## config.mk

```make
export PLATFORM = sky130hd
export DESIGN_NAME = mod_add
export DESIGN_NICKNAME = d
export VERILOG_FILES = /design/src/rtl/mod_add.sv
export SDC_FILE = /design/constraint.sdc
export NUM_CORES = 1
export LEC_CHECK = 0
export ABC_CLOCK_PERIOD_IN_PS = 7800
export CORE_MARGIN = 2
export CORE_UTILIZATION = 57
export CTS_CLUSTER_DIAMETER = 150
export DETAILED_ROUTE_END_ITERATION = 8
export GPL_TIMING_DRIVEN = 0
export PLACE_DENSITY = 0.83
export SETUP_SLACK_MARGIN = 0.5
export SYNTH_ARGS = -nofsm -noshare
export SYNTH_HDL_FRONTEND = slang
export SYNTH_SLANG_ARGS = --single-unit
```

## constraint.sdc

```tcl
create_clock -name clk_i -period 7.8 [get_ports clk_i]
set_input_delay 1.17 -clock clk_i [delete_from_list [all_inputs] [get_ports clk_i]]
set_output_delay 1.17 -clock clk_i [all_outputs]
set_load 0.05 [all_outputs]
```

## src/rtl/mod_add.sv

```systemverilog
// mod_add: two-stage pipelined (a + b) mod q for lazily reduced operands in [0, 2q).
// Each operand set carries its own modulus through the pipeline.
module mod_add (
   input  logic        clk_i,
   input  logic        rst_i,
   input  logic        valid_i,
   input  logic [23:0] a_i,
   input  logic [23:0] b_i,
   input  logic [22:0] q_i,
   output logic        valid_o,
   output logic [22:0] c_o
);
   logic [24:0] s, q2, s1_d, s1, q1x;
   logic [22:0] q1, c_d;
   logic        v1;
   assign s    = {1'b0, a_i} + {1'b0, b_i};
   assign q2   = {1'b0, q_i, 1'b0};
   assign s1_d = (s >= q2) ? s - q2 : s;
   assign q1x  = {2'b00, q1};
   // Low 23 bits of (s1 - q) equal s1[22:0] - q1 modulo 2^23.
   assign c_d  = (q1 == '0) ? '0 : (s1 >= q1x) ? s1[22:0] - q1 : s1[22:0];
   always_ff @(posedge clk_i or posedge rst_i) begin
      if (rst_i) begin
         v1      <= 1'b0;
         s1      <= '0;
         q1      <= '0;
         valid_o <= 1'b0;
         c_o     <= '0;
      end else begin
         v1      <= valid_i;
         valid_o <= v1;
         if (valid_i) begin
            s1 <= s1_d;
            q1 <= q_i;
         end
         if (v1) c_o <= c_d;
      end
   end
endmodule

```

# Word level (Yosys, flattened, before mapping)
# Index checks and enable logic that the tools add are counted.
dict set report op_classes {
  mux 3
  n_reduce_logical 1
  bitwise_logic 0
  n_addsub 3
  n_mul 0
  div 0
  shifts 0
  magnitude_cmp 2
  eq_ne 0
}
# op n
set op_table {}
lappend op_table {{$mux 23} 2}
lappend op_table {{$add 24x24->25} 1}
lappend op_table {{$ge 25x23->1} 1}
lappend op_table {{$ge 25x24->1} 1}
lappend op_table {{$mux 25} 1}
lappend op_table {{$sub 25x24->25} 1}
lappend op_table {{$logic_not 23->1} 1}
lappend op_table {{$sub 23x23->23} 1}
dict set report totals {
  ram_bits 0
  reg_bits 73
  mem_bits_ro 0
  n_memories 0
  latch_bits 0
  inputBits 74
  out_inout_bits 24
  word_cells 14
}

# Logic depth before layout (Yosys ltp)
# Gate-level depths: netlist of run 1.
dict set report logic_depth {
  depth_word 3
  mapped_depth 20
  depth_no_buf 19
}

# Least setup slack after synthesis of run 1
# OpenSTA, ideal clock, no wires.
dict set report synth_timing {
  path_kind {input to register}
  start {in a_i[0]}
  end {reg s1[23]}
  arrival_time_ns 4.809
  required_time_ns 7.729
  path_slack_ns 2.920
  stages 19
  n_path_buf 0
  setup_time_ns 0.071
  path_cell_list {ha_1 -> fa_1 -> a211oi_1 -> o21ai_1 -> nand3_1 -> nand2_1 -> a21o_1 -> a21oi_1 -> xnor2_1 -> ha_1 -> o21a_1 -> nor2_1 -> a211o_1 -> o21ai_1 -> nor4_4 -> o21ai_2 -> nor2_8 -> or4_1 -> nand4_1}
}
dict set report synth_between {
  elab_chain_len 3
  word_cells_on_any_way 4
  classes_between {add/sub: 2; order compare: 1; mux: 1}
}
# element line
set synth_lines {}
lappend synth_lines {{from (decl)} 7} ;# input logic [23:0] a_i,
lappend synth_lines {{$add 24x24->25 *} 16} ;# assign s = {1'b0, a_i} + {1'b0, b_i};
lappend synth_lines {{$sub 25x24->25 / $ge 25x24->1 (equally long branches)} 18} ;# assign s1_d = (s >= q2) ? s - q2 : s;
lappend synth_lines {{$mux 25 *} 18}
lappend synth_lines {{to (signal assigned)} 25} ;# s1 <= '0;
lappend synth_lines {{to (signal assigned)} 33} ;# s1 <= s1_d;
lappend synth_lines {{to (decl)} 13} ;# logic [24:0] s, q2, s1_d, s1, q1x;
# Every way passes the cells marked *; elsewhere a longest branch is shown, timed or not.
# A chain may end at the register's enable or synchronous reset.

# Worst setup path after layout of run 1
dict set report layout_timing {
  start {in a_i[0]}
  end {reg s1[22]}
}
# Same word-level chain as after synthesis.

==> impl_metrics.yaml, run 1 <==
run_status:
  run_status: "finished clean"
synthesis:
  synth.cells.most_frequent: "80 x a21oi_1, 73 x dfrtp_1, 70 x ha_1, 70 x nand2_1, 68 x inv_1"
  synth_largest_area_cell: "dfrtp_1"
  synth_warnings: 0
  synth_simple_gate_area_share_pct: 15.1
  synth_seq_cells: 73
  synth.most_common_cell: "a21oi_1"
  synth.area.top_cells: "dfrtp_1 27%, ha_1 13%, a21oi_1 5.9%"
  yosysTopAreaCellShare_pct: 27.1
  yosysSeqAreaShare_pct: 27.1
  post_synth_inst_count: 798
  synth_edf_count: 0
  postSynthAreaPerCell_um2: 8.46
  synth_xor_xnor_area_share_pct: 7.27
  netlist_area_um2: 6750
  synth_top_family_by_area: "compound AO/OA/AOI/OAI gates"
  yosys.area_share.adder_pct: 13.9
  synth_ff_type: "dfrtp_1"
  ys_types: 76
  compound_cell_area_share_of_the_yosys_netlist_pct: 25.7
  ys_async_sr_fraction_pct: 100
  syn_nets: 945
  synthMuxAreaShare_pct: 5.39
clock_network:
  cts_max_level: 3
  clock_transition_at_the_registers_of_the_reported_paths_ps: 60
  number_of_gates_given_a_new_drive_strength_after_cts: 0
  cts.path.max_buffers: 2
  cts_tree: "yes"
  clockRootBuffer: "clkbuf_16"
  ctsHoldBuffers: 0
  worst_skew_pair.late_latency_ps: 340
  postCtsSetupRepairBufs: 0
  cts_made_buffers: 9
  clk_sink_count: 73
die:
  row_count: 39
  boundaryPins: 98
  chipHeight_um: 113
  floorplan.core_area_um2: 11500
  initial_core_util_pct: 58.9
  floorplan.die.width_um: 113
  fp.dieArea_um2: 12700
place:
  finalWeightedCongestion: 0.857
  placement.setup.worst_slack_ps: 1860
  buffer_ports.inserted: 97
  hpwl_mm: 14.3
layout:
  layout.nets: 1053
  multi_input_comb_area_um2: 4540
  n_antenna_cell: 0
  area.sequential_um2: 1830
  syn2layout_area_growth_pct: 21.3
  drive_gt1_share_pct: 4.84
  fill_cells: 884
timing:
  worstMarginPinSlew_ps: 854
  rsz_0062_raised_after_global_routing: "false"
  clock.fmax_mhz: 174
  finalCritPeriodShare_pct: 73.7
  finalHoldViolCount: 0
  skew_ps: 6.57
  slew_headroom_pct: 43.1
  final_period_minus_worst_setup_slack_ps: 5750
  setup_total_negative_slack_ps: 0
  fin_ws_ps: 2050
  timing.final.setup_violations: 0
  drv_slew: 0
setup_path:
  crit_path_max_fanout: 10
  timing.critical_path.max_delay_family: "simple AND/OR/NAND/NOR gates"
  critical_path_start: "a_i[0]"
  timing.critical_path.slowest_cell_delay_ps: 440
  endpoint_kind: "flip-flop"
  critPathArrivalTime_ps: 5950
  cp.buffers_inverters: 3
  worstSetupPathType: "input port to flip-flop"
  critical_path.slowest_cell: "fa_1"
  rr_worst_depth: 10
  timing.rr.start: "s1[6]"
  cp_num_cells: 20
  regToRegSetupSlack_ps: 4690
  worst-endpoint-required_ps: 8010
  worst_setup_path_endpoint: "s1[22]"
  crit_chain: "clkdlybuf4s50_1 -> ha_1 -> fa_1 -> a211oi_1 -> o21ai_1 -> nand3_1 -> a21oi_2 -> nor4_2 -> o21bai_1 -> xor2_1 -> ha_1 -> clkbuf_1 -> nand4_1 -> nor3_1 -> a21oi_1 -> o21ai_2 -> nor2_8 -> buf_12 -> mux2i_1 -> a21oi_1"
  r2r-end: "c_o[0]"
  critical_path.startpoint_type: "input port"
run:
  cap_violations: 0
grt:
  wire_length_of_the_first_global_routing_pass_mm: 29.4
  grt_pass1_vias: 6121
  number_of_antenna_violations_at_the_first_check_in_global_routing: 0
  gr-usage-all-layers_pct: 28.3
  grt_overflow: 0
  grt_start_max_net_pins: 74
route:
  number_of_nets_with_antenna_violations_after_routing: 0
  drt-total-wl_mm: 17.7
  drt-pass1-iter-count: 8
  drcViolationCount: 0
  via_count: 6327
  dr.first_iter.drc_count: 393
  post_drt_via_cell_ratio: 6.01
  drt-wirelength-per-cell_um: 16.8
power:
  leakagePower_nw: 3.73
  power_per_cell_area_nw_per_um2: 319
  ir_worst_vdd_mv: 0.291
worst_hold_path:
  hold_path_class: "flip-flop to flip-flop"
  worst_hold_startpoint: "c_o[13]"
cell type report:
type / instances / share of cell area, %
flip-flops and latches: 73 / 22.3
well taps: 143 / 2.19
clock buffers: 9 / 2.75
repair buffers: 97 / 11.9
clock inverters: 5 / 0.718
inverters: 68 / 3.15
multi-input cells: 634 / 55.5
plain buffers: 23 / 1.50
stage by stage:
stage	area [µm²]	utilization (%)	std cells	hold WS (ps)	total power, W
after detailed placement	7900	68.9	1038	472	0.00218
final	8190	71.4	1052	483	0.00261
after CTS	8190	71.4	1052	487	0.00259
after global routing	8190	71.4	1052	496	0.00279
after floorplan	6750	-	798	425	0.00178
after global placement	7900	68.9	1038	468	0.00215
placed cells by master (no fill, tap or decap), types with 5 or more instances in the layout:
cell type / n
a211oi_1: 7
nor2b_1: 5
xor2_1: 19
nor4_1: 6
a21o_1: 29
nand3_1: 15
o21ai_0: 55
nor2_1: 57
nand2_1: 70
clkdlybuf4s50_1: 97
nand2b_1: 7
clkbuf_1: 16
o21bai_1: 10
nand4_1: 7
a31oi_1: 5
ha_1: 70
xnor2_1: 37
a22o_1: 8
nand3b_1: 5
mux2i_1: 33
clkbuf_16: 9
inv_1: 67
a21oi_1: 80
o2bb2ai_1: 12
o21a_1: 6
dfrtp_1: 73
nor3_1: 13
metal layers:
metal | wire, µm | track usage [%] | up-vias | part of all wire (%)
met3 | 911 | 2.73 | 48 | 5.1
li1 | - | - | 3108 | -
met2 | 8300 | 48.3 | 244 | 47
met1 | 7820 | 36.8 | 2927 | 44
met4 | 668 | 12.2 | 0 | 3.8
met5 | 0 | 0 | - | 0
logic make-up after synthesis:
kind of cell | after synthesis
multiplexers | 36
AND/OR/NAND/NOR | 208
XOR/XNOR | 56
adder cells (fa/ha/maj) | 73
AO/OA/AOI/OAI | 261
buffers and inverters | 91
flip-flops | 73
worst min-delay path by stage:
stage,endpoint,slack (ps),depth (start not counted)
6_report,c_o[13],480,1
4_1_cts,c_o[13],490,1
3_3_place_gp,c_o[16],470,1
5_1_grt,c_o[2],500,1
3_5_place_dp,c_o[13],470,1
2_1_floorplan,valid_o,420,0
flip-flops by register name, indices dropped and copies added, names as in the netlist:
signal	count
valid_o	1
s1	25
q1	23
c_o	23
v1	1
worst reg2reg max path: stages, from the launching register on:
cell,delay [ps]
dfrtp_1,420
ha_1,410
a21oi_1,120
o21ai_0,270
a221oi_1,170
a21oi_1,230
o22ai_2,140
o21bai_2,370
clkbuf_1,460
a21oi_1,190
a22o_1,220
power breakdown:
group	internal, W	total [W]	switching, W	leakage, nW
Combinational	0.000674	0.00160	0.000925	2.73
Sequential	0.000503	0.000607	0.000105	0.866
Clock	0.000244	0.000401	0.000158	0.133
Total	0.00142	0.00261	0.00119	3.73
Power figures use the tool's default switching activity.
==> run 2, diff against run 1 <==
- ABC_CLOCK_PERIOD_IN_PS: 7800 -> 5550
- CORE_UTILIZATION: 57 -> 56
- PLACE_DENSITY: 0.83 -> 0.82
- clock period: 7.8 -> 5.55 ns (I/O delays scaled with it)
==> impl_metrics.yaml, run 2 (same netlist as run 1, synthesis figures left out) <==
setup_path:
  worstSetupPathType: "input port to flip-flop"
  critPathArrivalTime_ps: 5140
  worst-endpoint-required_ps: 5740
  endpoint_kind: "flip-flop"
  crit_path_max_fanout: 7
  critical_path.startpoint_type: "input port"
  rr_worst_depth: 12
power:
  leakagePower_nw: 3.84
  switching_share_of_power_pct: 45.4
  power.switching_w: 0.00168
  power_per_cell_area_nw_per_um2: 437
  clock_power_share_pct: 14.5
  ir_worst_vdd_mv: 0.209
  intPower_w: 0.00202
  p_seq_share_pct: 23.1
  combPwrFrac_pct: 62.3
die:
  chipHeight_um: 114
  floorplan.die.width_um: 114
  fp.dieArea_um2: 12900
  row_count: 40
  boundaryPins: 98
  initial_core_util_pct: 56.7
  floorplan.core_area_um2: 11900
grt:
  gr-usage-all-layers_pct: 26.7
  grt_pass1_vias: 5720
  grt_start_max_net_pins: 74
  grt_overflow: 0
  wire_length_of_the_first_global_routing_pass_mm: 27.6
  number_of_antenna_violations_at_the_first_check_in_global_routing: 0
clock_network:
  clock_transition_at_the_registers_of_the_reported_paths_ps: 60
  cts_made_buffers: 9
  cts_tree: "yes"
  worst_skew_pair.late_latency_ps: 340
  clk_sink_count: 73
  cts.path.max_buffers: 2
  ctsHoldBuffers: 0
  cts_max_level: 3
  clockRootBuffer: "clkbuf_16"
timing:
  fin_ws_ps: 600
  finalHoldViolCount: 0
  slew_headroom_pct: 43.8
  worst_hold_slack_ps: 491
  timing.final.setup_violations: 0
  skew_ps: 8.59
  worstMarginPinSlew_ps: 843
  finalCritPeriodShare_pct: 89.2
  final_period_minus_worst_setup_slack_ps: 4950
  clock.fmax_mhz: 202
  rsz_0062_raised_after_global_routing: "false"
  drv_slew: 0
layout:
  utilization_pct: 71.1
  most-common-layout-cells: "95 x clkdlybuf4s50_1, 78 x a21oi_1, 73 x dfrtp_1"
  drive_gt1_share_pct: 8.96
  reg.largest.list: "s1 (25), c_o (23), q1 (23)"
  mostFrequentLayoutCell: "clkdlybuf4s50_1"
  regMostFlops: "s1"
  largest_register_ffs: 25
  syn2layout_area_growth_pct: 25.5
  layout.nets: 1068
  n_antenna_cell: 0
  fill_cells: 982
route:
  drcViolationCount: 0
  via_count: 6185
  drt-wirelength-per-cell_um: 16.1
  dr.first_iter.drc_count: 365
  number_of_nets_with_antenna_violations_after_routing: 0
  drt-total-wl_mm: 17.3
  drt-pass1-iter-count: 5
  post_drt_via_cell_ratio: 5.76
place:
  placement.setup.worst_slack_ps: -54.7
  buffer_ports.inserted: 97
  finalWeightedCongestion: 0.941
  hpwl_mm: 13.5
worst_hold_path:
  hold_path_class: "flip-flop to flip-flop"
  hold_path_depth: 1
run:
  cap_violations: 0
run_status:
  run_status: "finished clean"
==> run 2: power groups by stage <==
| stage | combinational [W] | clock, W | sequential (W) |
|---|---|---|---|
| after detailed placement | 0.00220 | 0 | 0.000858 |
| final | 0.00230 | 0.000538 | 0.000855 |
| after CTS | 0.00222 | 0.000539 | 0.000852 |
| after floorplan | 0.00140 | 0 | 0.00110 |
| after global routing | 0.00252 | 0.000570 | 0.000874 |
| after global placement | 0.00216 | 0 | 0.000850 |
==> run 2: metal layers <==
| metal | routed length, µm | vias up | global-route usage [%] |
|---|---|---|---|
| met2 | 8200 | 224 | 46.1 |
| met4 | 449 | 0 | 8.78 |
| met5 | 0 | - | 0 |
| li1 | - | 3137 | - |
| met3 | 806 | 31 | 3.35 |
| met1 | 7800 | 2793 | 34.8 |
==> run 2: cell type report <==
cell class	count	area, µm²	share of cell area (%)
Tap cell	147	184	2.17
Sequential cell	73	1830	21.6
Clock buffer	12	246	2.91
Clock inverter	4	28.8	0.340
Timing Repair Buffer	112	1110	13.1
Buffer	23	125	1.48
Inverter	68	258	3.04
Multi-Input combinational cell	634	4690	55.4
==> run 2: what timing repair did <==
item | 4_1_cts | 5_1_grt
pin swaps | 4 | 24
resized for setup | 5 | 31
endpoints found under the setup margin | 22 | 24
gates cloned | 0 | 1
buffers inserted | 4 | 10
==> run 2: path summary, 6_finish.rpt <==
path | from | end | slack, ps
max reg2reg | q1[1] | c_o[8] | 2420
min in group asynchronous | rst_i | c_o[4] | 1020
min | c_o[3] | c_o[3] | 490
max in group asynchronous | rst_i | q1[20] | 3980
min reg2reg | c_o[3] | c_o[3] | 490
max | a_i[2] | s1[22] | 600
==> run 2: through the flow <==
stage          instance area, µm²  setup TNS (ps)  power [W]  std cells
3_3_place_gp                 7900           -60.8    0.00301       1042
4_1_cts                      8230               0    0.00361       1062
2_1_floorplan                6750               0    0.00250        798
3_5_place_dp                 7910           -70.2    0.00306       1042
6_report                     8470               0    0.00370       1073
5_1_grt                      8470               0    0.00397       1073
==> run 2: worst max-delay path, cell delays in order <==
cell and delay [ps]:
clkdlybuf4s50_1 450, ha_4 310, o211ai_1 110, o211ai_2 210, a32oi_2 150, a21o_1 230
o311a_1 320, o21ai_0 210, a21oi_1 110, xnor2_1 300, ha_1 300, clkbuf_2 170
nand2_1 140, nor2_1 60, and3_4 190, nor4_4 210, o21ai_4 120, nor2_8 200
buf_12 160, mux2i_2 240, a21oi_1 110
==> run 3, diff against run 2 <==
- MAX_ROUTING_LAYER: default -> met4
- TNS_END_PERCENT: default -> 20
==> impl_metrics.yaml, run 3 (same netlist as run 1, synthesis figures left out) <==
layout:
  reg.largest.list: "s1 (25), c_o (23), q1 (23)"
  layout.nets: 1068
  mostFrequentLayoutCell: "clkdlybuf4s50_1"
  postLayoutCellArea_um2: 8470
  regMostFlops: "s1"
  most-common-layout-cells: "95 x clkdlybuf4s50_1, 78 x a21oi_1, 73 x dfrtp_1"
  syn2layout_area_growth_pct: 25.5
  drive_gt1_share_pct: 8.96
  n_antenna_cell: 0
  fill_cells: 982
  largest_register_ffs: 25
  utilization_pct: 71.1
route:
  number_of_nets_with_antenna_violations_after_routing: 0
  drt-wirelength-per-cell_um: 16.1
  drt-pass1-iter-count: 5
  via_count: 6188
  drt-total-wl_mm: 17.3
  dr.first_iter.drc_count: 387
  post_drt_via_cell_ratio: 5.77
  drcViolationCount: 0
die:
  floorplan.die.width_um: 114
  fp.dieArea_um2: 12900
  chipHeight_um: 114
  boundaryPins: 98
  row_count: 40
  floorplan.core_area_um2: 11900
  initial_core_util_pct: 56.7
place:
  buffer_ports.inserted: 97
  hpwl_mm: 13.5
  postPlaceCellArea_um2: 7910
  finalWeightedCongestion: 0.958
timing:
  rsz_0062_raised_after_global_routing: "false"
  final_period_minus_worst_setup_slack_ps: 4920
  worstMarginPinSlew_ps: 842
  clock.fmax_mhz: 203
  finalHoldViolCount: 0
  setup_total_negative_slack_ps: 0
  finalCritPeriodShare_pct: 88.6
  slew_headroom_pct: 43.9
  timing.final.setup_violations: 0
  skew_ps: 8.81
  drv_slew: 0
run:
  cap_violations: 0
clock_network:
  cts_made_buffers: 9
  clock_transition_at_the_registers_of_the_reported_paths_ps: 60
  cts_max_level: 3
  clockRootBuffer: "clkbuf_16"
  cts_tree: "yes"
  cts.path.max_buffers: 2
  ctsHoldBuffers: 0
  worst_skew_pair.late_latency_ps: 340
  clk_sink_count: 73
setup_path:
  worst-endpoint-required_ps: 5750
  endpoint_kind: "flip-flop"
  crit_path_max_fanout: 7
  critical_path.slowest_cell: "clkdlybuf4s50_1"
  crit_top_cell: "a21oi_1"
  cp.buffers_inverters: 3
  critical_path.startpoint_type: "input port"
  worstSetupPathType: "input port to flip-flop"
  timing.critical_path.max_delay_family: "compound AO/OA/AOI/OAI gates"
  timing.critical_path.slowest_cell_delay_ps: 450
  critPathArrivalTime_ps: 5110
  crit_chain: "clkdlybuf4s50_1 -> ha_4 -> o211ai_1 -> o211ai_2 -> a32oi_2 -> a21o_1 -> o311a_1 -> o21ai_0 -> a21oi_1 -> xnor2_1 -> ha_1 -> clkbuf_2 -> nand2_1 -> nor2_1 -> and3_4 -> nor4_4 -> o21ai_4 -> nor2_8 -> buf_12 -> mux2i_2 -> a21oi_1"
grt:
  grt_start_max_net_pins: 74
  number_of_antenna_violations_at_the_first_check_in_global_routing: 0
  grt_pass1_vias: 5730
  grt_overflow: 0
  gr-usage-all-layers_pct: 27.4
  wire_length_of_the_first_global_routing_pass_mm: 27.6
power:
  ir_worst_vdd_mv: 0.210
  leakagePower_nw: 3.84
  power_per_cell_area_nw_per_um2: 436
worst_hold_path:
  hold_path_class: "flip-flop to flip-flop"
run_status:
  run_status: "finished clean"
[run 3: cell counts in the layout (fill, tap and decap cells not counted)]
No cell type changed its count.
[run 3: final timing paths]
check	start	endpoint	slack, ps	cells after the start
max reg2reg	q1[1]	c_o[8]	2420	12
min	c_o[3]	c_o[3]	490	1
min reg2reg	c_o[3]	c_o[3]	490	1
min in group asynchronous	rst_i	c_o[4]	1020	2
max	a_i[3]	s1[22]	630	21
max in group asynchronous	rst_i	s1[15]	3980	2
[run 3: layout make-up]
class                           instances  area, µm²  area share (%)
Tap cell                              147        184            2.17
Buffer                                 23        125            1.48
Clock buffer                           12        246            2.91
Timing Repair Buffer                  112       1110            13.1
Multi-Input combinational cell        634       4690            55.4
Clock inverter                          4       28.8           0.340
Sequential cell                        73       1830            21.6
Inverter                               68        258            3.04
[run 3: stage by stage]
step / std cells / hold WS [ps] / total power [W] / setup slack (ps)
6_report: 1073 / 492 / 0.00370 / 632
5_1_grt: 1073 / 508 / 0.00396 / 417
4_1_cts: 1062 / 494 / 0.00361 / 496
3_5_place_dp: 1042 / 480 / 0.00306 / -54.7
3_3_place_gp: 1042 / 471 / 0.00301 / -57.9
2_1_floorplan: 798 / 425 / 0.00250 / 1010
[run 3: metal layers]
layer,vias up,part of all wire [%],global-route usage [%]
met4,0,2.5,8.78
met1,2804,45,34.7
met5,-,0,-
met2,220,47,46.1
met3,35,5.2,3.35
li1,3129,-,-
[run 3: power by group]
group          switching [W]  internal, W  total [W]
clock network       0.000222     0.000315   0.000537
logic                0.00131     0.000999    0.00230
registers           0.000148     0.000706   0.000855
[run 3: timing repair]
action / 4_1_cts / 5_1_grt
endpoints found under the setup margin: 22 / 24
resized for setup: 5 / 31
setup buffers: 4 / 10
pin swaps: 3 / 25
gates cloned: 0 / 1
